### src/rtl/ide_sector_xfer.sv
`timescale 1ns/1ps
// Host-side IDE sector sequencer: programs the LBA registers, issues a read/write
// command, streams 512 bytes through data register 0, then polls status until idle.
module ide_sector_xfer #(
    parameter int unsigned STROBE_CYCLES  = 2,
    parameter int unsigned SETTLE_CYCLES  = 4,
    parameter int unsigned TIMEOUT_CYCLES = 4096
) (
    input  logic        clk,
    input  logic        arst,
    input  logic        start,
    input  logic        dir,
    input  logic [23:0] lba,
    output logic        busy,
    output logic        done,
    output logic        error,
    output logic [7:0]  rd_data,
    output logic        rd_valid,
    input  logic        rd_ready,
    input  logic [7:0]  wr_data,
    input  logic        wr_valid,
    output logic        wr_ready,
    output logic        ide_ce_n,
    output logic        ide_oe_n,
    output logic        ide_we_n,
    output logic [2:0]  ide_address,
    output logic [7:0]  ide_data_out,
    input  logic [7:0]  ide_data_in
);

    localparam int unsigned STRB_W = $clog2(STROBE_CYCLES + 1);
    localparam int unsigned SETL_W = $clog2(SETTLE_CYCLES + 1);
    localparam int unsigned TMO_W  = $clog2(TIMEOUT_CYCLES + 1);
    localparam int unsigned CNT_W  = 10;
    localparam logic [CNT_W-1:0] SECTOR_BYTES = CNT_W'(512);
    localparam logic [CNT_W-1:0] LAST_BYTE    = CNT_W'(511);

    typedef enum logic [3:0] {
        ST_IDLE, ST_LBA0, ST_LBA1, ST_LBA2, ST_CMD,
        ST_SETTLE, ST_XFER, ST_POLL, ST_DONE
    } state_e;

    typedef enum logic [1:0] {PH_IDLE, PH_SETUP, PH_STROBE, PH_HOLD} phase_e;

    state_e             state_q, state_d;
    phase_e             ph_q, ph_d;
    logic [STRB_W-1:0]  strb_cnt_q, strb_cnt_d;
    logic [SETL_W-1:0]  settle_cnt_q, settle_cnt_d;
    logic [TMO_W-1:0]   tmo_cnt_q, tmo_cnt_d;
    logic [CNT_W-1:0]   byte_cnt_q, byte_cnt_d;
    logic               dir_q, dir_d;
    logic [23:0]        lba_q, lba_d;
    logic [7:0]         cap_q, cap_d;
    logic               acc_wr_q, acc_wr_d;
    logic               busy_q, busy_d;
    logic               done_q, done_d;
    logic               error_q, error_d;
    logic [7:0]         rd_data_q, rd_data_d;
    logic               rd_valid_q, rd_valid_d;
    logic               wr_ready_q, wr_ready_d;
    logic               ce_n_q, ce_n_d;
    logic               oe_n_q, oe_n_d;
    logic               we_n_q, we_n_d;
    logic [2:0]         addr_q, addr_d;
    logic [7:0]         dout_q, dout_d;

    logic               acc_last;
    logic               acc_go;
    logic               acc_go_wr;
    logic [2:0]         acc_go_addr;
    logic [7:0]         acc_go_data;

    always_ff @(posedge clk or posedge arst) begin
        if (arst) begin
            state_q      <= ST_IDLE;
            ph_q         <= PH_IDLE;
            strb_cnt_q   <= '0;
            settle_cnt_q <= '0;
            tmo_cnt_q    <= '0;
            byte_cnt_q   <= '0;
            dir_q        <= 1'b0;
            lba_q        <= '0;
            cap_q        <= '0;
            acc_wr_q     <= 1'b0;
            busy_q       <= 1'b0;
            done_q       <= 1'b0;
            error_q      <= 1'b0;
            rd_data_q    <= '0;
            rd_valid_q   <= 1'b0;
            wr_ready_q   <= 1'b0;
            ce_n_q       <= 1'b1;
            oe_n_q       <= 1'b1;
            we_n_q       <= 1'b1;
            addr_q       <= '0;
            dout_q       <= '0;
        end else begin
            state_q      <= state_d;
            ph_q         <= ph_d;
            strb_cnt_q   <= strb_cnt_d;
            settle_cnt_q <= settle_cnt_d;
            tmo_cnt_q    <= tmo_cnt_d;
            byte_cnt_q   <= byte_cnt_d;
            dir_q        <= dir_d;
            lba_q        <= lba_d;
            cap_q        <= cap_d;
            acc_wr_q     <= acc_wr_d;
            busy_q       <= busy_d;
            done_q       <= done_d;
            error_q      <= error_d;
            rd_data_q    <= rd_data_d;
            rd_valid_q   <= rd_valid_d;
            wr_ready_q   <= wr_ready_d;
            ce_n_q       <= ce_n_d;
            oe_n_q       <= oe_n_d;
            we_n_q       <= we_n_d;
            addr_q       <= addr_d;
            dout_q       <= dout_d;
        end
    end

    always_comb begin
        state_d      = state_q;
        ph_d         = ph_q;
        strb_cnt_d   = strb_cnt_q;
        settle_cnt_d = settle_cnt_q;
        tmo_cnt_d    = tmo_cnt_q;
        byte_cnt_d   = byte_cnt_q;
        dir_d        = dir_q;
        lba_d        = lba_q;
        cap_d        = cap_q;
        acc_wr_d     = acc_wr_q;
        done_d       = 1'b0;
        error_d      = 1'b0;
        rd_data_d    = rd_data_q;
        rd_valid_d   = rd_valid_q;
        wr_ready_d   = 1'b0;
        addr_d       = addr_q;
        dout_d       = dout_q;
        acc_go       = 1'b0;
        acc_go_wr    = 1'b0;
        acc_go_addr  = '0;
        acc_go_data  = '0;
        acc_last     = (ph_q == PH_HOLD);

        // Bus access engine: SETUP -> STROBE x N -> HOLD -> (ce_n high gap)
        unique case (ph_q)
            PH_SETUP: begin
                ph_d       = PH_STROBE;
                strb_cnt_d = '0;
            end
            PH_STROBE: begin
                if (strb_cnt_q == STRB_W'(STROBE_CYCLES - 1)) begin
                    ph_d = PH_HOLD;
                    if (!acc_wr_q) begin
                        cap_d = ide_data_in;
                    end
                end else begin
                    strb_cnt_d = strb_cnt_q + STRB_W'(1);
                end
            end
            PH_HOLD: ph_d = PH_IDLE;
            default: ;
        endcase

        unique case (state_q)
            ST_IDLE: begin
                byte_cnt_d = '0;
                if (start) begin
                    dir_d   = dir;
                    lba_d   = lba;
                    state_d = ST_LBA0;
                end
            end
            ST_LBA0: begin
                if (ph_q == PH_IDLE) begin
                    acc_go = 1'b1; acc_go_wr = 1'b1; acc_go_addr = 3'd3; acc_go_data = lba_q[7:0];
                end else if (acc_last) begin
                    state_d = ST_LBA1;
                end
            end
            ST_LBA1: begin
                if (ph_q == PH_IDLE) begin
                    acc_go = 1'b1; acc_go_wr = 1'b1; acc_go_addr = 3'd4; acc_go_data = lba_q[15:8];
                end else if (acc_last) begin
                    state_d = ST_LBA2;
                end
            end
            ST_LBA2: begin
                if (ph_q == PH_IDLE) begin
                    acc_go = 1'b1; acc_go_wr = 1'b1; acc_go_addr = 3'd5; acc_go_data = lba_q[23:16];
                end else if (acc_last) begin
                    state_d = ST_CMD;
                end
            end
            ST_CMD: begin
                if (ph_q == PH_IDLE) begin
                    acc_go      = 1'b1;
                    acc_go_wr   = 1'b1;
                    acc_go_addr = 3'd7;
                    acc_go_data = dir_q ? 8'h30 : 8'h20;
                end else if (acc_last) begin
                    state_d      = ST_SETTLE;
                    settle_cnt_d = '0;
                end
            end
            ST_SETTLE: begin
                if (settle_cnt_q == SETL_W'(SETTLE_CYCLES - 1)) begin
                    state_d = ST_XFER;
                end else begin
                    settle_cnt_d = settle_cnt_q + SETL_W'(1);
                end
            end
            ST_XFER: begin
                if (acc_last) begin
                    byte_cnt_d = byte_cnt_q + CNT_W'(1);
                end
                if (!dir_q) begin
                    // Read: one byte parked in rd_data until the consumer takes it
                    if (acc_last) begin
                        rd_valid_d = 1'b1;
                        rd_data_d  = cap_q;
                    end else if (rd_valid_q) begin
                        if (rd_ready) begin
                            rd_valid_d = 1'b0;
                            if (byte_cnt_q == SECTOR_BYTES) begin
                                state_d   = ST_POLL;
                                tmo_cnt_d = '0;
                            end
                        end
                    end else if (ph_q == PH_IDLE) begin
                        acc_go = 1'b1; acc_go_addr = 3'd0;
                    end
                end else begin
                    if (acc_last) begin
                        if (byte_cnt_q == LAST_BYTE) begin
                            state_d   = ST_POLL;
                            tmo_cnt_d = '0;
                        end
                    end else if ((ph_q == PH_IDLE) && wr_valid) begin
                        wr_ready_d  = 1'b1;
                        acc_go      = 1'b1;
                        acc_go_wr   = 1'b1;
                        acc_go_addr = 3'd0;
                        acc_go_data = wr_data;
                    end
                end
            end
            ST_POLL: begin
                if (acc_last && !cap_q[3]) begin
                    state_d = ST_DONE;
                    done_d  = 1'b1;
                end else if (tmo_cnt_q == TMO_W'(TIMEOUT_CYCLES - 1)) begin
                    state_d = ST_DONE;
                    done_d  = 1'b1;
                    error_d = 1'b1;
                    ph_d    = PH_IDLE;
                end else begin
                    tmo_cnt_d = tmo_cnt_q + TMO_W'(1);
                    if (ph_q == PH_IDLE) begin
                        acc_go = 1'b1; acc_go_addr = 3'd7;
                    end
                end
            end
            ST_DONE: begin
                state_d = ST_IDLE;
                ph_d    = PH_IDLE;
            end
            default: state_d = ST_IDLE;
        endcase

        if (acc_go) begin
            ph_d     = PH_SETUP;
            acc_wr_d = acc_go_wr;
            addr_d   = acc_go_addr;
            if (acc_go_wr) begin
                dout_d = acc_go_data;
            end
        end

        busy_d = (state_d != ST_IDLE);
        ce_n_d = (ph_d == PH_IDLE);
        oe_n_d = !((ph_d == PH_STROBE) && !acc_wr_d);
        we_n_d = !((ph_d == PH_STROBE) && acc_wr_d);
    end

    assign busy         = busy_q;
    assign done         = done_q;
    assign error        = error_q;
    assign rd_data      = rd_data_q;
    assign rd_valid     = rd_valid_q;
    assign wr_ready     = wr_ready_q;
    assign ide_ce_n     = ce_n_q;
    assign ide_oe_n     = oe_n_q;
    assign ide_we_n     = we_n_q;
    assign ide_address  = addr_q;
    assign ide_data_out = dout_q;

endmodule

### config.mk
export PLATFORM = sky130hd
export DESIGN_NAME = ide_sector_xfer
export DESIGN_NICKNAME = d
export VERILOG_FILES = /design/src/rtl/ide_sector_xfer.sv
export SDC_FILE = /design/constraint.sdc
export NUM_CORES = 1
export LEC_CHECK = 0
export BUFFER_PORTS_ARGS = -buffer_cell sky130_fd_sc_hd__buf_2
export CORE_UTILIZATION = 30
export CTS_CLUSTER_DIAMETER = 120
export CTS_CLUSTER_SIZE = 20
export DETAILED_ROUTE_END_ITERATION = 8
export SETUP_SLACK_MARGIN = 0.5
export SLEW_MARGIN = 20
export SYNTH_ARGS = -nofsm -noshare
export SYNTH_HDL_FRONTEND = slang
export SYNTH_SLANG_ARGS = --single-unit
export TNS_END_PERCENT = 30
### constraint.sdc
create_clock -name clk -period 7.4 [get_ports clk]
set_clock_uncertainty 0.1 [all_clocks]
set_input_delay 0.37 -clock clk [delete_from_list [all_inputs] [get_ports clk]]
set_output_delay 0.37 -clock clk [all_outputs]
set_load 0.02 [all_outputs]
; After elaboration in Yosys (flattened, before gate mapping)
; Index checks and enable logic that the tools add are counted.
[op_classes]
add_sub_neg = 4
n_eq_ne = 30
n_mux = 81
bitwise_logic = 2
n_reduce_logical = 26
[op_table]
columns = op, n
row1 = two-way mux 13 bit, 9
row2 = two-way mux 4 bit, 19
row3 = two-way mux 8 bit, 6
row4 = case mux 8 bit (5 select lines), 1
row5 = case mux 4 bit (8 select lines), 1
row6 = case mux 13 bit (2 select lines), 1
row7 = two-way mux 3 bit, 8
row8 = case mux 10 bit (2 select lines), 1
row9 = two-way mux 1 bit, 19
row10 = != test 3 bit (second input constant), 6
row11 = == test 4 x 3 -> 1 bit (second input constant), 4
row12 = case mux 3 bit (5 select lines), 1
row13 = != test 2 bit (second input constant), 7
row14 = adder 13 x 1 -> 13 bit (second input constant), 1
row15 = == test 13 x 12 -> 1 bit (second input constant), 1
row16 = two-way mux 2 bit, 6
row17 = adder 10 x 1 -> 10 bit (second input constant), 1
row18 = == test 10 bit (second input constant), 1
row19 = == test 10 x 9 -> 1 bit (second input constant), 1
row20 = two-way mux 10 bit, 1
row21 = AND reduction 2 bit, 5
row22 = AND reduction 9 bit, 1
row23 = == test 4 x 2 -> 1 bit (second input constant), 2
row24 = case mux 2 bit (2 select lines), 2
row25 = 23 further kinds, 38
[word_totals]
register_bits = 95
inputBits = 46
out_inout_bits = 27
elab_cells = 164

; Logic depth before layout (Yosys ltp)
; Gate-level depths: netlist of run 1.
[logic_depth]
depth_word = 10
depth_mapped = 8
ltp_nobuf = 7

; Least setup slack after synthesis of run 1
; Ideal clock, no wire load.
[synth_path]
kind = reg2reg
from = register byte_cnt_q[0]
to = register tmo_cnt_q[10]
t_arrival_ns = 1.845
t_required_ns = 7.176
path_slack_ns = 5.331
stages_incl_launch_ff = 8
n_path_buf = 1
cell_sequence = dfrtp_1 > ha_1 > nand3_1 > nor4b_1 > o2bb2ai_1 > or2_1 > buf_6 > a211o_1
[synth_between]
elab_chain_len = 3
elab_cells_between_ends = 5
classes_between = eq/ne: 4 / reduce/logical: 1
[synth_rtl]
columns = element, line_no
row1 = "start, declared", 50  ; logic [CNT_W-1:0] byte_cnt_q, byte_cnt_d;
row2 = "start signal, assigned", 102  ; byte_cnt_q <= byte_cnt_d;
row3 = == test 10 x 9 -> 1 bit or == test 10 bit (tied branches), "235, 225"
row4 = != test 3 bit (no line), n/a
row5 = AND reduction 9 bit (no line) (*), n/a
row6 = "end signal, assigned", 101  ; tmo_cnt_q <= tmo_cnt_d;
row7 = "end, declared", 49  ; logic [TMO_W-1:0] tmo_cnt_q, tmo_cnt_d;
; Every way passes the cells marked *; elsewhere a longest branch is shown, timed or not.
; A chain may end at the register's enable or synchronous reset.

; Worst setup path after layout of run 1
[layout_path]
from = register state_q[2]
to = register addr_q[0] (netlist: ide_address[0])
[layout_between]
elab_chain_len = 3
elab_cells_between_ends = 9
classes_between = eq/ne: 6 / mux: 2 / reduce/logical: 1
[layout_rtl]
columns = element, line_no
row1 = "start, declared", 45  ; state_e state_q, state_d;
row2 = "start signal, assigned", 97  ; state_q <= state_d;
row3 = == test 4 x 3 -> 1 bit (tied with other cells), 165  ; unique case (state_q)
row4 = OR reduction 4 bit (no line), n/a
row5 = case mux 1 bit (3 select lines), 165
row6 = "end signal, assigned", 116  ; addr_q <= addr_d;
row7 = "end, declared", 64  ; logic [2:0] addr_q, addr_d;
; Parallel ways exist; a longest one is shown, timed or not.

==> results of run 1 <==
-- kinds of logic after synthesis --
group / Yosys count / share of synthesized area
compound gates: 90 / 0.135
xor+xnor: 7 / 0.0129
fa+ha+maj: 10 / 0.0263
buf+inv: 35 / 0.0332
flops: 95 / 0.501
mux: 51 / 0.121
simple gates: 146 / 0.171
-- sequential cells by signal (all words and copies together) (netlist names), 2 cells and up --
name and count:
strb_cnt_q 2, tmo_cnt_q 13, settle_cnt_q 3, byte_cnt_q 10
lba_q 24, cap_q 8, ide_address 3, rd_data 8
ph_q 2, state_q 4, ide_data_out 8
-- synth_stat cells (all sizes together), types with 2 or more instances --
cell type | count | share of area
or4 | 2 | 0.0032
inv | 15 | 0.012
nand4 | 12 | 0.020
a21boi | 3 | 0.0047
nand2 | 29 | 0.023
nand4b | 2 | 0.0037
a221o | 8 | 0.017
nor2 | 36 | 0.028
and3 | 6 | 0.0079
nand2b | 7 | 0.0092
xnor2 | 6 | 0.011
a22o | 6 | 0.011
o21a | 3 | 0.0047
nand3 | 8 | 0.0084
ha | 10 | 0.026
a22oi | 7 | 0.011
a21o | 3 | 0.0047
or3 | 5 | 0.0066
a31oi | 5 | 0.0066
dfstp | 3 | 0.017
a21oi | 8 | 0.0092
nor3 | 16 | 0.017
nor3b | 3 | 0.0047
clkbuf | 8 | 0.0063
o211ai | 2 | 0.0032
nor2b | 5 | 0.0066
buf | 12 | 0.015
mux2 | 50 | 0.12
o31ai | 7 | 0.011
a211o | 5 | 0.0092
nor4 | 6 | 0.016
dfrtp | 92 | 0.48
or2 | 2 | 0.0026
o21ai | 21 | 0.022
nor4b | 3 | 0.0068
o22ai | 4 | 0.0053
-- report_power, final --
group,internal (W),switching [W]
clock,0.000236,0.000191
combinational,0.000138,0.000190
sequential,0.000596,0.0000476
-- metal layers --
metal | vias to the layer above | global-route usage | routed length, um
li1 | 1721 | - | -
met4 | 0 | 0.0457 | 154
met3 | 14 | 0.0438 | 636
met1 | 1747 | 0.193 | 5180
met2 | 91 | 0.223 | 5000
met5 | - | 0 | 0
-- through the flow --
| stage | utilization | hold slack [ps] | total power, W | instance area (um^2) |
|---|---|---|---|---|
| detailed placement | 0.346 | 380 | 0.000984 | 5300 |
| CTS | 0.364 | 15.7 | 0.00142 | 5570 |
| floorplan | - | 344 | 0.000877 | 4750 |
| finish | 0.364 | -16.8 | 0.00140 | 5570 |
| global placement | 0.346 | 365 | 0.000972 | 5300 |
| global route | 0.364 | 37.4 | 0.00149 | 5570 |
-- placed cells by master, fill, tap and decap left out, drive strengths merged, types with 10 or more instances in the layout --
cell type	synthesis	final
ha	10	10
nor2	36	36
inv	15	15
dfrtp	92	92
clkbuf	8	11
mux2	50	50
nor3	16	16
o21ai	21	21
nand4	12	12
nand2	29	29
buf	12	74
-- critical path, stage by stage (launching register included) --
cell and delay [ps]:
dfrtp_1 780, nand4b_1 440, a21o_1 410, nor2_1 380, o21ai_1 240, a211o_1 340
-- path summary, 6_finish.rpt --
| check | to | slack, ps | depth (start not counted) |
|---|---|---|---|
| min | wr_ready$_DFF_PP0_ | -20 | 2 |
| max | ide_address[0]$_DFFE_PP0P_ | 4600 | 5 |
| min in group clk | lba_q[0]$_DFFE_PP0P_ | 150 | 2 |
| max reg2reg | ide_address[0]$_DFFE_PP0P_ | 4600 | 5 |
| max in group asynchronous | ide_address[0]$_DFFE_PP0P_ | 6140 | 3 |
| min reg2reg | ide_address[1]$_DFFE_PP0P_ | 390 | 1 |
-- area by class of cell --
| class | count | area [um^2] | area share |
|---|---|---|---|
| Multi-Input combinational cell | 304 | 2220 | 0.398 |
| Timing Repair Buffer | 74 | 375 | 0.0674 |
| Tap cell | 211 | 264 | 0.0474 |
| Clock buffer | 11 | 243 | 0.0436 |
| Clock inverter | 5 | 33.8 | 0.00606 |
| Inverter | 15 | 58.8 | 0.0106 |
| Sequential cell | 95 | 2380 | 0.427 |
==> flow_summary.json, run 1 <==
{
  "layout-drive-gt1-share": 0.304,
  "leakage_nw": 2.56,
  "rr_startpoint": "state_q[2]$_DFF_PP0_",
  "synthesis.nets": 490,
  "clk_path_buf_depth": 2,
  "port_buffers": 72,
  "slew_headroom": 0.323,
  "status": "complete, but fails checks",
  "die_y_um": 128,
  "worstSkewPairLatency_ps": 340,
  "cts_buffers": 9,
  "rsz0062_at_grt": "false",
  "fin_nets": 555,
  "grt_overflow": 0,
  "grt_pass1_wl_um": 18500,
  "setup_viol": 0,
  "cts_hold_buf": 0,
  "max_freq_mhz": 357,
  "cp-startpoint": "state_q[2]$_DFF_PP0_",
  "fin_tns_setup_ps": 0,
  "diodes": 0,
  "worstPathArrival_ps": 2930,
  "htreeDepth": 3,
  "hold_class": "primary input to async pin",
  "pin_count": 73,
  "ys_warn_count": 0,
  "netlist_area_mm2": 0.00475,
  "cp_max_fo": 21,
  "drtIter0Drc": 252,
  "initial_core_util": 0.310,
  "die_w_um": 128,
  "clk_pin_slew_ps": 60,
  "cts-resized-gates": 0,
  "num_vias": 3573,
  "fin_hold_ws_ps": -16.8,
  "grt_pass1_vias": 3646,
  "ys_types": 58,
  "synthFlopType": "dfrtp_1",
  "post-route-period-util": 0.379,
  "cp-end-kind": "register",
  "rows": 45,
  "synthArstFlopShare": 1.00,
  "fillerInstances": 1572,
  "grt_max_degree": 50,
  "powerDensity_mw_per_mm2": 251,
  "areaGrowthSynthToFinish_pct": 17.2,
  "ys_seq_area_frac": 0.501,
  "avgSynthCellArea_um2": 11.0,
  "final_max_slew_viol_count": 0,
  "maxCapViolations": 0,
  "drc_errors": 0,
  "root_buffer": "clkbuf_16",
  "dp.cells": 699,
  "fin_ws_ps": 4600,
  "clock_sinks": 95,
  "synth_seq_cells": 95,
  "hold_violations": 11,
  "die_area_mm2": 0.0164,
  "finalCriticalPeriod_ps": 2800,
  "viasPerCell": 5.00,
  "pre_cts_ws_ps": 4580,
  "post-dp-hpwl_um": 8020,
  "cts_setup_buffers": 0,
  "syn_inst": 434,
  "wire_per_inst_um": 15.3,
  "cts_tree": "yes",
  "fin_cells": 715,
  "gp_congestion": 0.854,
  "dr.pass1.iters": 4,
  "synth_edf_count": 0,
  "ant_nets": 0,
  "gr-usage-all-layers": 0.144,
  "cp-start-kind": "register",
  "violations": "hold timing",
  "routed_wirelength_um": 11000,
  "critPathKind": "register to register",
  "cp.required_ps": 7530,
  "antenna_found_initial": 0,
  "irDropWorstVdd_v": 0.000123,
  "core_mm2": 0.0153,
  "worstMarginPinSlew_ps": 1010
}
(Power assumes the default switching activity.)
==> run 2: changes to the inputs <==
clock period = 2.4 ns   (was 7.4 ns; I/O delays follow)
==> flow_summary.json, run 2 (synthesis results as in run 1) <==
{
  "clk_path_buf_depth": 2,
  "p_int_w": 0.00334,
  "p_seq_frac": 0.411,
  "dp.cells": 721,
  "leakage_nw": 3.16,
  "maxCapViolations": 0,
  "drc_errors": 0,
  "die_area_mm2": 0.0164,
  "p_comb_frac": 0.293,
  "clock_sinks": 95,
  "multi_input_area_mm2": 0.00253,
  "place_area_mm2": 0.00547,
  "root_buffer": "clkbuf_16",
  "worstPathArrival_ps": 2170,
  "cts_tree": "yes",
  "drtIter0Drc": 227,
  "viasPerCell": 5.08,
  "rr_startpoint": "ph_q[1]$_DFF_PP0_",
  "cp.required_ps": 2480,
  "port_buffers": 72,
  "irDropWorstVdd_v": 0.000338,
  "core_mm2": 0.0153,
  "grt_max_degree": 74,
  "wire_per_inst_um": 16.3,
  "clk_pin_slew_ps": 70,
  "die_w_um": 128,
  "final_util": 0.453,
  "gp_congestion": 0.822,
  "worstMarginPinSlew_ps": 544,
  "slew_headroom": 0.637,
  "total_power_w": 0.00484,
  "largest_reg_flops": 24,
  "hold_class": "primary input to async pin",
  "fin_tns_setup_ps": 0,
  "grt_pass1_wl_um": 20900,
  "fin_cells": 826,
  "ff2ff_path_depth": 8,
  "setup_viol": 0,
  "endpoint": "busy$_DFF_PP0_",
  "diodes": 0,
  "dr.pass1.iters": 5,
  "seq_area_mm2": 0.00239,
  "hold_violations": 0,
  "cp-end-kind": "register",
  "ant_nets": 0,
  "critPathKind": "register to register",
  "fillerInstances": 1416,
  "post-dp-hpwl_um": 8050,
  "routed_wirelength_um": 13500,
  "antenna_found_initial": 0,
  "reg2reg_slack_ps": 320,
  "reg2reg_to": "busy$_DFF_PP0_",
  "grt_pass1_vias": 4291,
  "max_freq_mhz": 480,
  "top_usage_layer": "met2",
  "layout-drive-gt1-share": 0.436,
  "finalCriticalPeriod_ps": 2080,
  "status": "finished clean",
  "rows": 45,
  "grt.met3_usage": 0.0480,
  "cp_max_fo": 4,
  "gr-usage-met2": 0.279,
  "cp-start-kind": "register",
  "cp-startpoint": "ph_q[1]$_DFF_PP0_",
  "grt_overflow": 0,
  "post-route-period-util": 0.868,
  "stdcell_area_mm2": 0.00694,
  "grt.met1_usage": 0.192,
  "htreeDepth": 3,
  "final_common_cell": "dfrtp_1",
  "rsz0062_at_grt": "true",
  "areaGrowthSynthToFinish_pct": 46.0,
  "die_y_um": 128,
  "fin_nets": 667,
  "netSwitchingFraction": 0.310,
  "cts_buffers": 9,
  "top_regs": "lba_q (24), tmo_cnt_q (13), byte_cnt_q (10)",
  "p_clk_frac": 0.296,
  "powerDensity_mw_per_mm2": 697,
  "worstSkewPairLatency_ps": 350,
  "gr-usage-all-layers": 0.164,
  "pin_count": 73,
  "regMostFlops": "lba_q",
  "final_cell_mix": "dfrtp_1, buf_2, buf_4, mux2_2, dlygate4sd3_1",
  "initial_core_util": 0.310,
  "num_vias": 4198,
  "final_max_slew_viol_count": 0,
  "netSwitchingPower_w": 0.00150
}
[run 2: cell count changes in the layout (fill, tap and decap cells not counted), sizes merged]
cell,before,now
buf,74,141
bufinv,0,1
clkbuf,11,12
dlygate4sd3,0,43
inv,15,14
[run 2: stage by stage]
| stage | setup WS, ps | hold WS (ps) |
|---|---|---|
| after global routing | 230 | 291 |
| after detailed placement | 157 | 95.5 |
| after floorplan | 331 | 165 |
| after global placement | 242 | 91.1 |
| after CTS | 404 | 264 |
| final | 317 | 261 |
[run 2: timing repair]
item / 4_1_cts / 5_1_grt
hold buffers: 43 / 0
gates resized for setup: 48 / 33
setup endpoints to repair: 68 / 70
buffers inserted: 22 / 24
pin swaps: 16 / 20
cloned: 0 / 1
endpoints found under the hold margin: 64 / 0
[run 2: how the worst min path moves through the flow]
stage,startpoint,to,slack [ps],cells after the start
global placement,arst,tmo_cnt_q[8]$_DFFE_PP0P_,90,2
floorplan,wr_data[0],ide_data_out[0]$_DFFE_PP0P_,170,1
CTS,arst,tmo_cnt_q[8]$_DFFE_PP0P_,260,3
finish,arst,tmo_cnt_q[10]$_DFFE_PP0P_,260,3
global route,wr_valid,wr_ready$_DFF_PP0_,290,4
detailed placement,arst,tmo_cnt_q[9]$_DFFE_PP0P_,100,2
[run 2: power by group through the flow]
stage | combinational, W | clock (W) | sequential [W]
floorplan | 0.000610 | 0 | 0.00210
global placement | 0.00102 | 0 | 0.00200
detailed placement | 0.00104 | 0 | 0.00201
CTS | 0.00118 | 0.00146 | 0.00199
global route | 0.00154 | 0.00154 | 0.00202
finish | 0.00142 | 0.00143 | 0.00199
[run 2: area by class of cell]
type                       instances  area share
clock buffer                      10      0.0330
clock inverter                     5     0.00865
inverter                          15     0.00865
multi-input combinational        304       0.365
sequential                        95       0.345
tap                              211      0.0380
timing repair buffer             186       0.202
[run 2: worst max-delay path, cell delays in order (launching register included)]
cell,delay (ps)
dfrtp_1,400
buf_6,130
ha_4,160
buf_8,120
nor3b_4,150
a21oi_2,140
o22ai_2,140
o41ai_4,390
o211ai_1,210
[run 2: metal layers]
| layer | vias to the layer above | part of all wire |
|---|---|---|
| li1 | 1955 | - |
| met1 | 2069 | 0.40 |
| met2 | 146 | 0.52 |
| met3 | 28 | 0.059 |
| met4 | 0 | 0.022 |
| met5 | - | 0 |
==> run 3: changes to the inputs <==
CTS_BUF_LIST = sky130_fd_sc_hd__clkbuf_2 sky130_fd_sc_hd__clkbuf_4 sky130_fd_sc_hd__clkbuf_8   (was default)
==> flow_summary.json, run 3 (synthesis results as in run 1) <==
{
  "die_w_um": 128,
  "pre_cts_ws_ps": 157,
  "diodes": 0,
  "finalCriticalPeriod_ps": 1970,
  "ff2ff_path_depth": 7,
  "irDropWorstVdd_v": 0.000341,
  "hold_violations": 0,
  "fin_hold_ws_ps": 223,
  "multi_input_area_mm2": 0.00257,
  "final_util": 0.448,
  "rr_startpoint": "ph_q[0]$_DFF_PP0_",
  "fin_nets": 662,
  "cp-end-kind": "register",
  "port_buffers": 72,
  "clk_pin_slew_ps": 100,
  "gr-usage-all-layers": 0.161,
  "max_stage_delay_ps": 460,
  "grt_pass1_vias": 4263,
  "fillerInstances": 1433,
  "worstMarginPinSlew_ps": 545,
  "layout-drive-gt1-share": 0.456,
  "reg2reg_to": "busy$_DFF_PP0_",
  "crit_chain": "ha_4, buf_6, nor3b_2, a21oi_2, o22ai_2, o41ai_2, o211ai_1",
  "viasPerCell": 5.10,
  "dp.cells": 721,
  "grt_overflow": 0,
  "final_common_cell": "dfrtp_1",
  "critPathKind": "register to register",
  "final_cell_mix": "dfrtp_1, buf_2, mux2_2, buf_4, dlygate4sd3_1",
  "root_buffer": "clkbuf_8",
  "reg2reg_slack_ps": 430,
  "grt_max_degree": 74,
  "leakage_nw": 3.08,
  "grt_pass1_wl_um": 20700,
  "fin_cells": 821,
  "htreeDepth": 3,
  "cp_top_family": "compound AO/OA/AOI/OAI gates",
  "slew_headroom": 0.636,
  "cp.depth": 7,
  "largest_reg_flops": 24,
  "rows": 45,
  "die_area_mm2": 0.0164,
  "fin_tns_setup_ps": 0,
  "hold_class": "primary input to async pin",
  "cts_tree": "yes",
  "max_freq_mhz": 508,
  "core_mm2": 0.0153,
  "wl_met3_um": 584,
  "rsz0062_at_grt": "true",
  "drc_errors": 0,
  "cp-start-kind": "register",
  "regMostFlops": "lba_q",
  "top_layer": "met4",
  "pin_count": 73,
  "areaGrowthSynthToFinish_pct": 44.3,
  "ant_nets": 0,
  "setup_viol": 0,
  "gp_congestion": 0.822,
  "wire_per_inst_um": 15.9,
  "wl_met1_um": 5440,
  "maxCapViolations": 0,
  "die_y_um": 128,
  "initial_core_util": 0.310,
  "routed_wirelength_um": 13100,
  "antenna_found_initial": 0,
  "slowest_stage": "dfrtp_2",
  "post-dp-hpwl_um": 8050,
  "top_regs": "lba_q (24), tmo_cnt_q (13), byte_cnt_q (10)",
  "dr_wl_met2_um": 6680,
  "dr.pass1.iters": 5,
  "num_vias": 4184,
  "path_buf_inv": 1,
  "fin_ws_ps": 430,
  "final_max_slew_viol_count": 0,
  "clk_path_buf_depth": 2,
  "cts_buffers": 9,
  "clock_sinks": 95,
  "seq_area_mm2": 0.00240,
  "cp.required_ps": 2520,
  "powerDensity_mw_per_mm2": 665,
  "drtIter0Drc": 348,
  "worstSkewPairLatency_ps": 380,
  "worstPathArrival_ps": 2090,
  "post-route-period-util": 0.821,
  "status": "finished clean",
  "cp_max_fo": 4
}
-- run 3: routing by layer --
layer | global-route usage | vias up
li1 | - | 1940
met1 | 0.191 | 2088
met2 | 0.277 | 118
met3 | 0.0396 | 38
met4 | 0.0678 | 0
met5 | 0 | -
-- run 3: metrics by stage --
step / cell area (um^2) / total power [W]
after detailed placement: 5470 / 0.00306
after CTS: 6450 / 0.00431
after global placement: 5470 / 0.00301
after floorplan: 4760 / 0.00271
final: 6860 / 0.00456
after global routing: 6860 / 0.00481
-- run 3: where the power goes --
part	leakage, nW	internal (W)	switching [W]
Combinational	1.79	0.000737	0.000738
Sequential	1.19	0.00184	0.000166
Clock	0.0957	0.000490	0.000589
-- run 3: worst max path at each step --
stage	startpoint	endpoint	slack (ps)
2_1_floorplan	byte_cnt_q[0]$_DFFE_PP0P_	tmo_cnt_q[10]$_DFFE_PP0P_	330
3_3_place_gp	tmo_cnt_q[5]$_DFFE_PP0P_	busy$_DFF_PP0_	240
3_5_place_dp	byte_cnt_q[1]$_DFFE_PP0P_	tmo_cnt_q[3]$_DFFE_PP0P_	160
4_1_cts	tmo_cnt_q[1]$_DFFE_PP0P_	tmo_cnt_q[4]$_DFFE_PP0P_	410
5_1_grt	ph_q[0]$_DFF_PP0_	busy$_DFF_PP0_	350
6_report	ph_q[0]$_DFF_PP0_	busy$_DFF_PP0_	430
-- run 3: worst reg2reg max path, cell delays in order, from the launching register on --
cell	delay [ps]
dfrtp_2	460
ha_4	190
buf_6	130
nor3b_2	160
a21oi_2	160
o22ai_2	130
o41ai_2	290
o211ai_1	200
-- run 3: cell type report --
class,instances,area share
Inverter,15,0.00876
Multi-Input combinational cell,304,0.375
Tap cell,211,0.0385
Sequential cell,95,0.349
Timing Repair Buffer,181,0.201
Clock inverter,5,0.00876
Clock buffer,10,0.0192
-- run 3: what timing repair did --
item                                   in CTS  in global routing
endpoints found under the hold margin      64                  0
setup endpoints to repair                  69                 77
setup buffers                              20                 22
pin swaps                                  15                 27
hold buffers                               43                  0
resized for setup                          48                 49
